File: src/rtl/rle_enc_param.sv
//------------------------------------------------------------------------------
// rle_enc_param : parametrised run-length encoder, show-ahead FIFO in, {count,symbol} words out
// Revision: 1.0
//------------------------------------------------------------------------------
`default_nettype none

module rle_enc_param #(
    parameter int DATA_W = 8,
    parameter int CNT_W  = 16,
    parameter int STAT_W = 32
) (
    input  logic                    clk,
    input  logic                    rst_n,
    input  logic                    recv_ready,
    input  logic [DATA_W-1:0]       in_data,
    output logic                    rd_req,
    input  logic                    send_ready,
    output logic                    wr_req,
    output logic [CNT_W+DATA_W-1:0] out_data,
    output logic                    out_last,
    input  logic                    end_of_stream,
    output logic                    done,
    output logic [STAT_W-1:0]       symbols_in,
    output logic [STAT_W-1:0]       runs_out
);

    typedef enum logic [1:0] {
        IDLE = 2'd0,
        RUN  = 2'd1,
        DONE = 2'd2
    } state_t;

    localparam logic [CNT_W-1:0]  MAX_RUN  = '1;
    localparam logic [CNT_W-1:0]  CNT_ONE  = CNT_W'(1);
    localparam logic [STAT_W-1:0] STAT_ONE = STAT_W'(1);

    state_t              state_q, state_d;
    logic [DATA_W-1:0]   cur_sym_q, cur_sym_d;
    logic [CNT_W-1:0]    cur_cnt_q, cur_cnt_d;
    logic [STAT_W-1:0]   symbols_in_q, symbols_in_d;
    logic [STAT_W-1:0]   runs_out_q, runs_out_d;
    logic                clear_stats;

    always_ff @(posedge clk or negedge rst_n) begin
        if (!rst_n) begin
            state_q      <= IDLE;
            cur_sym_q    <= '0;
            cur_cnt_q    <= '0;
            symbols_in_q <= '0;
            runs_out_q   <= '0;
        end else begin
            state_q      <= state_d;
            cur_sym_q    <= cur_sym_d;
            cur_cnt_q    <= cur_cnt_d;
            symbols_in_q <= symbols_in_d;
            runs_out_q   <= runs_out_d;
        end
    end

    always_comb begin
        state_d     = state_q;
        cur_sym_d   = cur_sym_q;
        cur_cnt_d   = cur_cnt_q;
        rd_req      = 1'b0;
        wr_req      = 1'b0;
        out_last    = 1'b0;
        done        = 1'b0;
        clear_stats = 1'b0;
        case (state_q)
            IDLE: begin
                // Pending input always wins over a flush request.
                if (recv_ready) begin
                    rd_req    = 1'b1;
                    cur_sym_d = in_data;
                    cur_cnt_d = CNT_ONE;
                    state_d   = RUN;
                end else if (end_of_stream && send_ready) begin
                    wr_req   = 1'b1;
                    out_last = 1'b1;
                    state_d  = DONE;
                end
            end
            RUN: begin
                if (recv_ready) begin
                    if ((in_data == cur_sym_q) && (cur_cnt_q != MAX_RUN)) begin
                        rd_req    = 1'b1;
                        cur_cnt_d = cur_cnt_q + CNT_ONE;
                    end else if (send_ready) begin
                        // Emit the closed run and open the next one on the same edge.
                        wr_req    = 1'b1;
                        rd_req    = 1'b1;
                        cur_sym_d = in_data;
                        cur_cnt_d = CNT_ONE;
                    end
                end else if (end_of_stream && send_ready) begin
                    wr_req    = 1'b1;
                    out_last  = 1'b1;
                    cur_sym_d = '0;
                    cur_cnt_d = '0;
                    state_d   = DONE;
                end
            end
            DONE: begin
                done = 1'b1;
                if (!end_of_stream) begin
                    clear_stats = 1'b1;
                    state_d     = IDLE;
                end
            end
            default: begin
                state_d   = IDLE;
                cur_sym_d = '0;
                cur_cnt_d = '0;
            end
        endcase
    end

    always_comb begin
        symbols_in_d = symbols_in_q;
        runs_out_d   = runs_out_q;
        if (clear_stats) begin
            symbols_in_d = '0;
            runs_out_d   = '0;
        end else begin
            if (rd_req) symbols_in_d = symbols_in_q + STAT_ONE;
            if (wr_req) runs_out_d   = runs_out_q + STAT_ONE;
        end
    end

    assign out_data   = {cur_cnt_q, cur_sym_q};
    assign symbols_in = symbols_in_q;
    assign runs_out   = runs_out_q;

endmodule

`default_nettype wire

File: config.mk
export PLATFORM = sky130hd
export DESIGN_NAME = rle_enc_param
export DESIGN_NICKNAME = d
export VERILOG_FILES = /design/src/rtl/rle_enc_param.sv
export SDC_FILE = /design/constraint.sdc
export NUM_CORES = 1
export LEC_CHECK = 0
export BUFFER_PORTS_ARGS = -buffer_cell sky130_fd_sc_hd__buf_2
export CAP_MARGIN = 20
export CORE_AREA = 2 2 137 139
export DETAILED_ROUTE_END_ITERATION = 6
export DIE_AREA = 0 0 139 141
export HOLD_SLACK_MARGIN = 0.15
export SLEW_MARGIN = 20
export SYNTH_ARGS = -nofsm -noshare
export SYNTH_HDL_FRONTEND = slang
export SYNTH_SLANG_ARGS = --single-unit
File: constraint.sdc
create_clock -name clk -period 3.39 [get_ports clk]
set_clock_uncertainty 0.2 [all_clocks]
set_input_delay 0.8475 -clock clk [delete_from_list [all_inputs] [get_ports clk]]
set_output_delay 0.8475 -clock clk [all_outputs]
set_load 0.02 [all_outputs]
## After elaboration in Yosys (flattened, before gate mapping)

Cells that the tools add are included.

| storage, ports and cells | value |
|---|---|
| register bits | 90 |
| input port bits | 13 |
| output and inout bits | 92 |
| word-level logic and storage cells | 64 |

| operators by class | value |
|---|---|
| add/subtract/negate cells | 3 |
| equality and inequality tests | 11 |
| multiplexer cells | 35 |
| bitwise gates (word level) | 1 |
| reductions and logical operators | 9 |

Operators with widths:

| kind | number |
|---|---|
| $mux 32 | 4 |
| $mux 16 | 5 |
| $add 32x1->32 const B | 2 |
| $pmux 16 s3 | 1 |
| $mux 8 | 5 |
| $pmux 8 s3 | 1 |
| $add 16x1->16 const B | 1 |
| $ne 16x16->1 const B | 1 |
| $mux 1 | 12 |
| $ne 3x3->1 const B | 3 |
| $eq 8x8->1 | 1 |
| $mux 2 | 4 |
| $ne 2x2->1 const B | 3 |
| $pmux 2 s3 | 1 |
| $reduce_and 5->1 | 1 |
| $ne 4x4->1 const B | 1 |
| $pmux 1 s2 | 2 |
| $reduce_and 4->1 | 1 |
| $reduce_bool 2->1 | 2 |
| $eq 2x1->1 const B | 1 |
| $eq 2x2->1 const B | 1 |
| $logic_and 1x1->1 | 2 |
| $logic_not 2->1 | 1 |
| $reduce_and 2->1 | 1 |
| 2 further kinds | 2 |

## Logic depth before layout (Yosys ltp)

| logic depth | value |
|---|---|
| depth after elaboration | 7 |
| mapped depth | 9 |
| mapped depth without buffers | 7 |

## Worst setup path after synthesis

OpenSTA, ideal clock, no wires.

| path | value |
|---|---|
| path type | input-to-output |
| start | input port in_data[4] |
| end | output port rd_req |
| arrival | 2.122 ns |
| data required time | 2.342 ns |
| slack | 0.220 ns |
| stages on the path | 6 |
| path buffers | 1 |
| cells stage by stage | xnor2_1 > nand4_1 > nor4_1 > nor2_1 > clkbuf_1 > inv_1 |

| between the ends | value |
|---|---|
| longest elaborated chain between the ends | 5 |

RTL lines:

| what | line | source |
|---|---|---|
| start: declaration | 15 | `input logic [DATA_W-1:0] in_data,` |
| $eq 8x8->1 | 85 | `if ((in_data == cur_sym_q) && (cur_cnt_q != MAX_RUN)) begin` |
| $logic_and 1x1->1 | 85 |  |
| $mux 1 | 85 |  |
| $mux 1 | 84 | `if (recv_ready) begin` |
| $pmux 1 s2 | 69 | `case (state_q)` |
| end: declaration | 16 | `output logic rd_req,` |

No other way between the ends.

## Worst setup path after layout

| path | value |
|---|---|
| start | input port in_data[5] |
| end | output port rd_req |

The elaborated chain is that of the path after synthesis.

==> metrics.md <==
| Metric | Value |
|---|---|
| Critical Path AT | `2.17 ns` |
| # DRC | `0` |
| Initial DRC count | `238` |
| Max-cap check violation count | `0` |
| Setup violators final | `0` |
| Top area cells in the synthesized netlist | `dfrtp_1, a21oi_1, o21ai_0, nand2_1, xor2_1` |
| Startpoint types | `input pin` |
| Layout net count | `665` |
| Crit-path slowest cell | `nor4_2` |
| Flops & latches, synth | `90` |
| Synthesized area per cell | `9.03 um2` |
| CORE AREA | `18300 um2` |
| Max Clk Rate | `311 MHz` |
| Mapped Nets | `553` |
| Yosys top cell area share | `46.5%` |
| Post-CTS setup buffers | `0` |
| CP max stage delay | `0.44 ns` |
| PD cells | `465 nW/um2` |
| Largest net degree at the start of global routing | `50` |
| Combinational Power Share | `19.3%` |
| CP required | `2.34 ns` |
| Status | `finished, final reports clean` |
| Cell mode on critical path | `buf_2` |
| Worst hold path type | `in2async` |
| WL final | `13700 um` |
| Area delta synth->final | `24.8%` |
| Final hold violation count | `0` |
| Inst Count DP | `872` |
| Register-to-Register Path Depth | `8` |
| First-pass GRT wire length | `22600 um` |
| Antenna Cells | `0` |
| Vias/cell | `5.11` |
| Gr usage total | `14.2%` |
| Die footprint | `19600 um2` |
| Compound-Gate Fraction of Synth Area | `17.8%` |
| Die Height | `141 um` |
| Grt ovf | `0` |
| Place WS | `0.236 ns` |
| Setup TNS | `0 ns` |
| Hpwl dp | `9610 um` |
| RR Startpoint | `cur_cnt_q[0]` |
| Flop pwr share | `46.3%` |
| Seq/Total Area, Yosys | `46.5%` |
| Starting density of the core | `26.5%` |
| Fin util | `33.1%` |
| Lkg Pwr | `2.78 nW` |
| IO Pins | `105` |
| DR WL/cell | `15.4 um` |
| Worst VDD drop | `0.000300 V` |
| Inserted Clock Buffers | `9` |
| NetSw | `0.922 mW` |
| Sw Share | `32.8%` |
| Number of global-route vias before repair | `4251` |
| Synth Area in Simple Gates | `23.9%` |
| CTS resizes | `0` |
| Post-route ant nets | `0` |
| Pins Over Slew Limit | `0` |
| Final Critical Period | `3.22 ns` |
| Synth area leader | `dfrtp_1` |
| WHS | `0.280 ns` |
| Worst flop-to-flop path endpoint | `runs_out[28]` |
| Later-pin clock latency in the skew report | `0.35 ns` |
| CP cell instances | `buf_2 > xnor2_1 > nand4_1 > nor4_2 > nor2_1 > inv_1 > buf_2` |
| Crit path kind | `in2out` |
| Tcrit/Tclk final | `94.8%` |
| Max FO, Critical Path | `4` |
| Syn. warnings | `0` |
| H-tree levels | `3` |
| Gpl congestion | `0.768` |
| Synth Instances | `537` |
| Initial antenna violation count | `0` |
| XOR/XNOR Fraction of Synth Area | `5.78%` |
| CP endpoint kind | `output port` |
| Layout cell share with drive strength beyond 1 | `22.3%` |
| Die width | `139 um` |
| Bufs on Longest Clock Path | `2` |
| CTS clk-pin slew, worst paths | `0.07 ns` |
| Hold buffer count at CTS | `0` |
| Via count | `4538` |
| Part of the power in the clock network | `34.4%` |
| Synthesized cell area | `4850 um2` |
| Final Non-Filler Cells | `888` |
| Synth unique cells | `40` |
| Row cnt | `50` |
| R2R setup slack | `0.68 ns` |
| Mux contribution to synthesized area | `2.27%` |
| Worst slew pin tran | `0.843 ns` |
| CTS root buffer | `clkbuf_16` |
| RSZ-0062 raised after global routing | `false` |
| Slew headroom | `43.8%` |
| CTS tree | `done` |
| Adder-cell area share of the yosys netlist | `0.774%` |
| Drt pass-1 iters | `4` |
| # port buffers | `104` |
| Worst Setup Slack, final | `0.175 ns` |
| Sink Count | `90` |
| Internal | `1.89 mW` |
| Largest family of logic cells by synthesized area | `simple AND/OR/NAND/NOR gates` |
## state kept, by name (all words and copies together) (netlist names)
name,flops
runs_out,32
symbols_in,32
cur_sym_q,8
state_q,2
cur_cnt_q,16
## routing by layer
metal	global-route usage [%]	routed length, um
met5	0	0
met4	4.68	193
met3	2.28	579
met2	23.4	6580
met1	19.1	6330
## cells in the mapped netlist (all sizes together)
master,n
clkbuf,23
mux2i,11
o2111a,1
a31oi,3
nand2b,2
xnor2,15
and4,2
inv,17
or4,18
or3,21
and3,17
a21boi,1
and2,4
a21oi,48
and3b,2
ha,3
dfrtp,90
nand2,50
xor2,17
o31a,2
or2,3
nor4b,1
nand3,28
o31ai,18
o21ai,43
a211oi,1
nor2b,5
o211ai,10
a22o,2
nand4,14
nor3,7
o2111ai,8
a21o,2
o21a,4
nor2,38
nor4,6
## per-stage QoR
stage,cell area [um2],power (mW)
detailed placement,5770,1.87
CTS,6050,2.86
floorplan,4850,1.63
global route,6050,2.96
finish,6050,2.81
global placement,5770,1.86
## area by class of cell
| cell class | instances | area [um2] |
|---|---|---|
| Clock buffer | 10 | 239 |
| Clock inverter | 6 | 42.5 |
| Fill cell | 1958 | 12200 |
| Inverter | 17 | 63.8 |
| Multi-Input combinational cell | 407 | 2460 |
| Sequential cell | 90 | 2250 |
| Tap cell | 234 | 293 |
| Timing Repair Buffer | 124 | 698 |
## critical path: cells and delay by family
kind	cells	cell delay [ns]
xor+xnor	1	0.20
buf+inv	3	0.35
simple gates	3	0.77
## worst max-delay path by stage
stage / depth (start not counted) / end / from / slack, ns
3_3_place_gp: 7 / rd_req / in_data[5] / 0.24
2_1_floorplan: 6 / rd_req / in_data[4] / 0.22
4_1_cts: 8 / rd_req / cur_cnt_q[0] / 0.02
5_1_grt: 8 / rd_req / cur_cnt_q[0] / 0.02
6_report: 7 / rd_req / in_data[5] / 0.17
3_5_place_dp: 7 / rd_req / in_data[5] / 0.24
## cell usage in the layout (no fill, tap or decap), drive strengths merged, types with 18 or more instances in the layout
cell,n
nor2,38
nand2,50
buf,124
o21ai,43
or3,21
a21oi,48
dfrtp,90
or4,18
o31ai,18
nand3,28
## power by group through the flow
stage,registers [mW],clock network (mW),logic (mW)
after floorplan,1.41,0,0.221
after global placement,1.32,0,0.544
after detailed placement,1.32,0,0.551
after CTS,1.30,1.01,0.553
after global routing,1.32,1.03,0.601
final,1.30,0.967,0.544
## kinds of logic after synthesis
kind of cell / Yosys count
fa+ha+maj: 3
flops: 90
compound gates: 143
simple gates: 218
buf+inv: 40
xor+xnor: 32
mux: 11
No activity file was read; power rests on OpenSTA's default activity.
